==> src/rtl/button_input_ctrl_pkg.sv <==
// Shared types and constants for the button front end (package btn_pkg).
package btn_pkg;

    // Per-channel press/repeat state
    typedef enum logic [1:0] {
        IDLE   = 2'd0,
        HELD   = 2'd1,
        REPEAT = 2'd2
    } btn_state_e;

    // Channel assignment of the player buttons
    localparam int BTN_RIGHT  = 0;
    localparam int BTN_LEFT   = 1;
    localparam int BTN_ROTATE = 2;
    localparam int BTN_DOWN   = 3;

    // Auto-repeat on right, left and down; rotate fires once per press
    localparam logic [3:0] DEFAULT_REPEAT_MASK = 4'b1011;

    function automatic int max_i(input int a, input int b);
        return (a > b) ? a : b;
    endfunction

endpackage

==> src/rtl/button_input_ctrl_if.sv <==
// Button bundle between the board pins / game logic and button_input_ctrl.
interface button_input_ctrl_if #(
    parameter int NUM_BUTTONS = 4
);
    logic [NUM_BUTTONS-1:0] btn_raw;
    logic                   enable;
    logic [NUM_BUTTONS-1:0] btn_pulse;
    logic [NUM_BUTTONS-1:0] btn_level;
    logic                   any_pulse;

    modport master (
        output btn_raw, enable,
        input  btn_pulse, btn_level, any_pulse
    );

    modport slave (
        input  btn_raw, enable,
        output btn_pulse, btn_level, any_pulse
    );
endinterface

==> src/rtl/button_input_ctrl_channel.sv <==
// One button channel: 2-flop synchroniser, debounce, press/repeat FSM.
module btn_channel
    import btn_pkg::*;
#(
    parameter int DEBOUNCE_CYCLES     = 1000000,
    parameter int REPEAT_DELAY_CYCLES = 20000000,
    parameter int REPEAT_RATE_CYCLES  = 5000000,
    parameter bit REPEAT_EN           = 1'b1
) (
    input  logic clk,
    input  logic reset_n,
    input  logic i_raw,
    input  logic i_enable,
    output logic o_pulse,
    output logic o_level
);

    localparam int DB_W  = $clog2(DEBOUNCE_CYCLES + 1);
    localparam int RPT_W = $clog2(max_i(REPEAT_DELAY_CYCLES, REPEAT_RATE_CYCLES) + 1);

    localparam logic [DB_W-1:0]  DB_LAST    = DB_W'(DEBOUNCE_CYCLES - 1);
    localparam logic [RPT_W-1:0] DELAY_LAST = RPT_W'(REPEAT_DELAY_CYCLES - 1);
    localparam logic [RPT_W-1:0] RATE_LAST  = RPT_W'(REPEAT_RATE_CYCLES - 1);

    logic [1:0]       r_sync;
    logic [DB_W-1:0]  r_db_cnt;
    logic             r_level;
    logic [RPT_W-1:0] r_rpt_cnt;
    logic             r_pulse;
    btn_state_e       r_state;

    logic w_s;
    logic w_accept;
    logic w_press;
    logic w_release;

    assign w_s       = r_sync[1];
    assign w_accept  = (w_s != r_level) && (r_db_cnt == DB_LAST);
    assign w_press   = w_accept & w_s;
    assign w_release = w_accept & ~w_s;

    // Two-flop synchroniser for the asynchronous pin
    always_ff @(posedge clk or negedge reset_n) begin
        if (!reset_n) begin
            r_sync <= '0;
        end else begin
            r_sync <= {r_sync[0], i_raw};
        end
    end

    // Debounce: accept a new level after DEBOUNCE_CYCLES consecutive differing samples
    always_ff @(posedge clk or negedge reset_n) begin
        if (!reset_n) begin
            r_db_cnt <= '0;
            r_level  <= 1'b0;
        end else if (w_s == r_level) begin
            r_db_cnt <= '0;
        end else if (r_db_cnt == DB_LAST) begin
            r_db_cnt <= '0;
            r_level  <= w_s;
        end else begin
            r_db_cnt <= r_db_cnt + DB_W'(1);
        end
    end

    // Press/repeat FSM with registered pulse; release always beats a due repeat
    always_ff @(posedge clk or negedge reset_n) begin
        if (!reset_n) begin
            r_state   <= IDLE;
            r_rpt_cnt <= '0;
            r_pulse   <= 1'b0;
        end else begin
            r_pulse <= 1'b0;
            case (r_state)
                IDLE: begin
                    r_rpt_cnt <= '0;
                    if (w_press) begin
                        r_state <= HELD;
                        r_pulse <= i_enable;
                    end
                end
                HELD: begin
                    if (w_release) begin
                        r_state   <= IDLE;
                        r_rpt_cnt <= '0;
                    end else if (!i_enable) begin
                        r_rpt_cnt <= '0;
                    end else if (REPEAT_EN && (r_rpt_cnt == DELAY_LAST)) begin
                        r_state   <= REPEAT;
                        r_rpt_cnt <= '0;
                        r_pulse   <= 1'b1;
                    end else if (r_rpt_cnt != '1) begin
                        r_rpt_cnt <= r_rpt_cnt + RPT_W'(1);
                    end
                end
                REPEAT: begin
                    // Dropping back to HELD while disabled makes the first pulse after
                    // re-enable wait the full initial delay rather than the rate.
                    if (w_release) begin
                        r_state   <= IDLE;
                        r_rpt_cnt <= '0;
                    end else if (!i_enable) begin
                        r_state   <= HELD;
                        r_rpt_cnt <= '0;
                    end else if (r_rpt_cnt == RATE_LAST) begin
                        r_rpt_cnt <= '0;
                        r_pulse   <= 1'b1;
                    end else if (r_rpt_cnt != '1) begin
                        r_rpt_cnt <= r_rpt_cnt + RPT_W'(1);
                    end
                end
                default: begin
                    r_state   <= IDLE;
                    r_rpt_cnt <= '0;
                end
            endcase
        end
    end

    assign o_pulse = r_pulse;
    assign o_level = r_level;

endmodule

==> src/rtl/button_input_ctrl.sv <==
// Button front end: per-channel sync/debounce/repeat plus pulse merging.
// Optional macro BUTTON_ONEHOT_ARB_EN: serialise pulses one channel per cycle
// (lowest index first) through a pending register, adding one cycle of latency.
module button_input_ctrl
    import btn_pkg::*;
#(
    parameter int                     NUM_BUTTONS         = 4,
    parameter int                     DEBOUNCE_CYCLES     = 1000000,
    parameter int                     REPEAT_DELAY_CYCLES = 20000000,
    parameter int                     REPEAT_RATE_CYCLES  = 5000000,
    parameter logic [NUM_BUTTONS-1:0] REPEAT_MASK         = NUM_BUTTONS'(DEFAULT_REPEAT_MASK)
) (
    input  logic                  clk,
    input  logic                  reset_n,
    button_input_ctrl_if.slave    bus
);

    if ((NUM_BUTTONS < 1) || (DEBOUNCE_CYCLES < 1) ||
        (REPEAT_DELAY_CYCLES < 1) || (REPEAT_RATE_CYCLES < 1)) begin : g_bad_params
        $error("button_input_ctrl: NUM_BUTTONS and all cycle counts must be >= 1");
    end

    logic [NUM_BUTTONS-1:0] w_ch_pulse;
    logic [NUM_BUTTONS-1:0] w_ch_level;
    logic [NUM_BUTTONS-1:0] w_pulse_out;

    for (genvar gi = 0; gi < NUM_BUTTONS; gi++) begin : g_ch
        btn_channel #(
            .DEBOUNCE_CYCLES     (DEBOUNCE_CYCLES),
            .REPEAT_DELAY_CYCLES (REPEAT_DELAY_CYCLES),
            .REPEAT_RATE_CYCLES  (REPEAT_RATE_CYCLES),
            .REPEAT_EN           (REPEAT_MASK[gi])
        ) u_ch (
            .clk      (clk),
            .reset_n  (reset_n),
            .i_raw    (bus.btn_raw[gi]),
            .i_enable (bus.enable),
            .o_pulse  (w_ch_pulse[gi]),
            .o_level  (w_ch_level[gi])
        );
    end

`ifdef BUTTON_ONEHOT_ARB_EN
    logic [NUM_BUTTONS-1:0] r_pending;
    logic [NUM_BUTTONS-1:0] r_pulse;
    logic [NUM_BUTTONS-1:0] w_req;
    logic [NUM_BUTTONS-1:0] w_grant;

    // Merge new pulses into pending and isolate the lowest requesting channel
    always_comb begin
        w_req   = r_pending | w_ch_pulse;
        w_grant = w_req & (~w_req + NUM_BUTTONS'(1));
    end

    // Issue one pulse per cycle; disabling the game discards anything queued
    always_ff @(posedge clk or negedge reset_n) begin
        if (!reset_n) begin
            r_pending <= '0;
            r_pulse   <= '0;
        end else if (!bus.enable) begin
            r_pending <= '0;
            r_pulse   <= '0;
        end else begin
            r_pending <= w_req & ~w_grant;
            r_pulse   <= w_grant;
        end
    end

    assign w_pulse_out = r_pulse;
`else
    assign w_pulse_out = w_ch_pulse;
`endif

    assign bus.btn_pulse = w_pulse_out;
    assign bus.btn_level = w_ch_level;
    assign bus.any_pulse = |w_pulse_out;

endmodule

==> src/flat_wrapper.sv <==
// flat-port wrapper written by rule: the top's interface ports become plain ports
module button_input_ctrl_flat import btn_pkg::*;
#(
    parameter int                     NUM_BUTTONS         = 4,
    parameter int                     DEBOUNCE_CYCLES     = 1000000,
    parameter int                     REPEAT_DELAY_CYCLES = 20000000,
    parameter int                     REPEAT_RATE_CYCLES  = 5000000,
    parameter logic [NUM_BUTTONS-1:0] REPEAT_MASK         = NUM_BUTTONS'(DEFAULT_REPEAT_MASK)
)
  (clk, reset_n, bus_btn_raw, bus_enable, bus_btn_pulse, bus_btn_level, bus_any_pulse);
  button_input_ctrl_if #(.NUM_BUTTONS(NUM_BUTTONS)) bus_i ();
  input  logic clk;
  input  logic reset_n;
  input wire logic [$bits(bus_i.btn_raw)-1:0] bus_btn_raw;
  input wire logic [$bits(bus_i.enable)-1:0] bus_enable;
  output wire logic [$bits(bus_i.btn_pulse)-1:0] bus_btn_pulse;
  output wire logic [$bits(bus_i.btn_level)-1:0] bus_btn_level;
  output wire logic [$bits(bus_i.any_pulse)-1:0] bus_any_pulse;
  assign bus_i.btn_raw = bus_btn_raw;
  assign bus_i.enable = bus_enable;
  assign bus_btn_pulse = bus_i.btn_pulse;
  assign bus_btn_level = bus_i.btn_level;
  assign bus_any_pulse = bus_i.any_pulse;
  button_input_ctrl #(.NUM_BUTTONS(NUM_BUTTONS), .DEBOUNCE_CYCLES(DEBOUNCE_CYCLES), .REPEAT_DELAY_CYCLES(REPEAT_DELAY_CYCLES), .REPEAT_RATE_CYCLES(REPEAT_RATE_CYCLES), .REPEAT_MASK(REPEAT_MASK)) u_core (.clk(clk), .reset_n(reset_n), .bus(bus_i));
endmodule
==> config.mk <==
export PLATFORM = sky130hd
export DESIGN_NAME = button_input_ctrl_flat
export DESIGN_NICKNAME = d
export VERILOG_FILES = /design/src/rtl/button_input_ctrl_pkg.sv /design/src/rtl/button_input_ctrl_if.sv /design/src/rtl/button_input_ctrl_channel.sv /design/src/rtl/button_input_ctrl.sv /design/src/flat_wrapper.sv
export SDC_FILE = /design/constraint.sdc
export NUM_CORES = 1
export LEC_CHECK = 0
export CAP_MARGIN = 20
export CORE_ASPECT_RATIO = 1.2
export CORE_MARGIN = 5
export CORE_UTILIZATION = 37
export DETAILED_ROUTE_END_ITERATION = 10
export GPL_TIMING_DRIVEN = 0
export SLEW_MARGIN = 10
export SYNTH_ARGS = -nofsm -noshare
export SYNTH_HDL_FRONTEND = slang
export SYNTH_SLANG_ARGS = --single-unit
==> constraint.sdc <==
create_clock -name clk -period 2.1 [get_ports clk]
set_clock_uncertainty 0.05 [all_clocks]
set_input_delay 0.42 -clock clk [delete_from_list [all_inputs] [get_ports clk]]
set_output_delay 0.42 -clock clk [all_outputs]
set_load 0.005 [all_outputs]
==> PnR_summary.wiki <==
{| class="wikitable"
! Metric !! Value
|-
| IO Port Bufs || 15
|-
| Via count of the first global-routing pass || 7,847
|-
| Top-Level Pins || 16
|-
| Post-synth EDFFs || 0
|-
| Avg Synthesized Cell Area || 9.26 µm²
|-
| Unrepaired setup endpoints after global routing || yes
|-
| # diodes || 0
|-
| Placed Cells incl. Taps || 1,405
|-
| Type of the tightest min-delay check || flop to flop
|-
| Routed wire length || 21,900 µm
|-
| Power density relative to cell area || 622 nW/µm²
|-
| Leakage power || 4.56 nW
|-
| Final count of negative-setup-slack endpoints || 28
|-
| DR iter-0 viols || 515
|-
| Antenna violations before repair || 0
|-
| Leading cell types in the layout, fill and taps excluded || dfrtp_1, nor2_1, nand2_1, nand3_1, xor2_1
|-
| Post-Place Setup Slack || -0.516 ns
|-
| CP Launch Type || flop
|-
| Non-Filler Cell Area, Final || 11,800 µm²
|-
| CTS Root Buffer Type || clkbuf_16
|-
| IR drop worst, VDD || 0.380 mV
|-
| Highest achievable clock rate || 410 MHz
|-
| Cell count of the worst reg-to-reg path || 5
|-
| Clock transition at the registers of the reported paths || 0.07 ns
|-
| Violations in the final reports || negative setup slack
|-
| Die X-Extent || 158 µm
|-
| Crit path capture type || flop
|-
| Number of sinks on the clock net || 178
|-
| Result of the run || complete, but fails checks
|-
| Pin count of the biggest net entering global routing || 111
|-
| Insertion delay of the later-clocked pin in the worst-skew pair || 0.45 ns
|-
| Most frequent standard cell in the layout excluding fill and tap cells || dfrtp_1
|-
| Post-route setup slack || -0.341 ns
|-
| FF-to-FF setup slack || -0.34 ns
|-
| Worst setup path endpoint || u_core.g_ch[3].u_ch.r_state[0]$_DFFE_PN0P_
|-
| Number of detailed-routing iterations run before antenna repair || 5
|-
| Max-slew violation count || 0
|-
| Detailed-route via count || 7,967
|-
| Netlist Area Pre-Place || 9760 µm²
|-
| Instance count of the mapped netlist || 1,054
|-
| HP Start || u_core.g_ch[1].u_ch.r_sync[0]$_DFF_PN0_
|-
| Detailed placer's ending HPWL || 14,600 µm
|-
| Final worst path period share || 1.16
|-
| Largest area contributor in the synthesized netlist || dfrtp_1
|-
| Post-layout util || 0.450
|-
| Die Outline Area || 29,700 µm²
|-
| Endpoint of the lowest-slack register-to-register path || u_core.g_ch[3].u_ch.r_state[0]$_DFFE_PN0P_
|-
| Global placement routability congestion || 0.801
|-
| Final period demand of the worst path || 2.44 ns
|-
| Number of warnings printed during yosys synthesis || 0
|-
| Relative slew margins || 0.477
|-
| Height of the die || 188 µm
|-
| DRC errors left || 0
|-
| CTS max path bufs || 2
|-
| Starting density of the core || 0.373
|-
| Startpoint of the most critical register-to-register path || u_core.g_ch[3].u_ch.r_rpt_cnt[9]$_DFF_PN0_
|-
| Arr. time, crit path || 2.74 ns
|-
| Average wire per cell in the routed design || 14.9 µm
|-
| Largest fanout of any net on the critical path || 3
|-
| CTS H-tree lvls || 4
|-
| Post-DR vias/cell || 5.43
|-
| Floorplan Core Area || 26,200 µm²
|-
| Overall global routing resource usage || 0.151
|-
| Cts bufs inserted || 17
|-
| First-pass GRT wire length || 37,400 µm
|-
| Post-Syn Nets || 1,080
|-
| Post-layout instance count excluding filler cells || 1,468
|-
| Worst Setup Path Type || flop to flop
|-
| Ys flop type || dfrtp_1
|-
| Final #Nets || 1,146
|-
| Register area share after synthesis || 0.457
|-
| Transition at the pin with the smallest max-transition slack || 0.778 ns
|-
| Post-synthesis async set-or-reset flop share || 1.00
|-
| Final worst hold slack || 0.300 ns
|-
| Layout Area Growth over Synthesis || 20.7%
|-
| Total of flip-flops plus latches after synthesis || 178
|-
| Number of endpoints with negative hold slack in the final report || 0
|-
| Top-area cell type share of the netlist area || 0.457
|-
| Launching element of the worst setup path || u_core.g_ch[3].u_ch.r_rpt_cnt[9]$_DFF_PN0_
|-
| Critical path data required time || 2.40 ns
|-
| Row count || 65
|-
| Post-synth cell types || 68
|-
| Area contributors post-synth || dfrtp_1, nor2_1, xor2_1, xnor2_1, nand3_1
|-
| Number of maximum-capacitance violations || 0
|-
| CTS tree || built
|-
| Global route total overflow || 0
|-
| Cell area after placement || 10,400 µm²
|-
| Fraction of layout instances using a drive strength above 1 || 0.185
|-
| ANT nets after route || 0
|-
| # fillers || 2,530
|}
[report_power, final]
group	switching [mW]	internal, mW
clock	1.42	1.69
sequential	0.0611	3.49
combinational	0.390	0.281
total	1.87	5.46
[flip-flops by register name (all words and copies together) (netlist names)]
signal and count:
u_core.g_ch.u_ch.r_rpt_cnt 75, u_core.g_ch.u_ch.r_state 7, u_core.g_ch.u_ch.o_level 4, u_core.g_ch.u_ch.o_pulse 4, u_core.g_ch.u_ch.r_db_cnt 80, u_core.g_ch.u_ch.r_sync 8
[cell families after synthesis]
group | Yosys count | synth area share
compound gates | 142 | 0.0927
xor+xnor | 107 | 0.0961
fa+ha+maj | 19 | 0.0244
buf+inv | 73 | 0.0345
flops | 178 | 0.457
mux | 8 | 0.00859
simple gates | 527 | 0.287
[per-stage QoR]
stage / TNS [ns] / power [mW]
6_report: -7.04 / 7.32
5_1_grt: -8.58 / 7.67
3_3_place_gp: -1308.14 / 4.14
4_1_cts: -7.14 / 7.37
3_5_place_dp: -43.60 / 4.16
2_1_floorplan: -3.63 / 3.95
[what timing repair did]
item                                    in CTS  in global routing
hold buffers                                 1                  0
buffers inserted                            24                 15
pin swaps                                   10                 18
resized for setup                           82                 68
hold endpoints to repair                    68                  0
endpoints found under the setup margin     145                133
cloned                                       2                  0
[synthesized netlist by cell type (all sizes together) (4+ instances only)]
cell type	instances
nor2	158
and2	12
o211ai	5
nand3	65
o21ai	38
nor4	25
nor3	27
dfrtp	178
xor2	61
o31ai	16
inv	30
buf	18
or4	18
nand4	45
or3	23
nor4b	10
nand4b	5
nor2b	6
mux2i	5
a211oi	4
nand2b	5
clkbuf	25
ha	19
nand2	64
and3	18
and4	26
or2	7
nand3b	4
xnor2	46
a21oi	46
[area by class of cell]
| class | count | area, µm² | share of cell area |
|---|---|---|---|
| Buffer | 33 | 254 | 0.0216 |
| Clock buffer | 20 | 447 | 0.0379 |
| Clock inverter | 12 | 124 | 0.0105 |
| Inverter | 30 | 113 | 0.00956 |
| Multi-Input combinational cell | 803 | 5410 | 0.459 |
| Sequential cell | 178 | 4470 | 0.380 |
| Tap cell | 335 | 419 | 0.0356 |
| Timing Repair Buffer | 57 | 541 | 0.0459 |
[worst max-delay path: stages (launching register included)]
cell and delay (ns):
dfrtp_2 0.41, or4_4 0.52, or4_4 0.56, or4_4 0.44, a2bb2oi_4 0.16, mux2i_1 0.20
[how the worst min path moves through the flow]
stage / endpoint / slack [ns] / cells past startpoint
floorplan: u_core.g_ch[0].u_ch.o_level$_DFFE_PN0N_ / 0.07 / 0
global placement: u_core.g_ch[1].u_ch.r_sync[1]$_DFF_PN0_ / 0.28 / 0
detailed placement: u_core.g_ch[1].u_ch.r_sync[1]$_DFF_PN0_ / 0.28 / 0
CTS: u_core.g_ch[1].u_ch.r_sync[1]$_DFF_PN0_ / 0.30 / 0
global route: u_core.g_ch[1].u_ch.r_sync[1]$_DFF_PN0_ / 0.30 / 0
finish: u_core.g_ch[1].u_ch.r_sync[1]$_DFF_PN0_ / 0.30 / 0
[layer usage]
| layer | GRT usage | part of all wire |
|---|---|---|
| met1 | 0.200 | 0.46 |
| met5 | 0 | 0 |
| met2 | 0.250 | 0.50 |
| met3 | 0.0240 | 0.020 |
| met4 | 0.0489 | 0.020 |
Note: power is estimated with default switching activity, not from simulation.
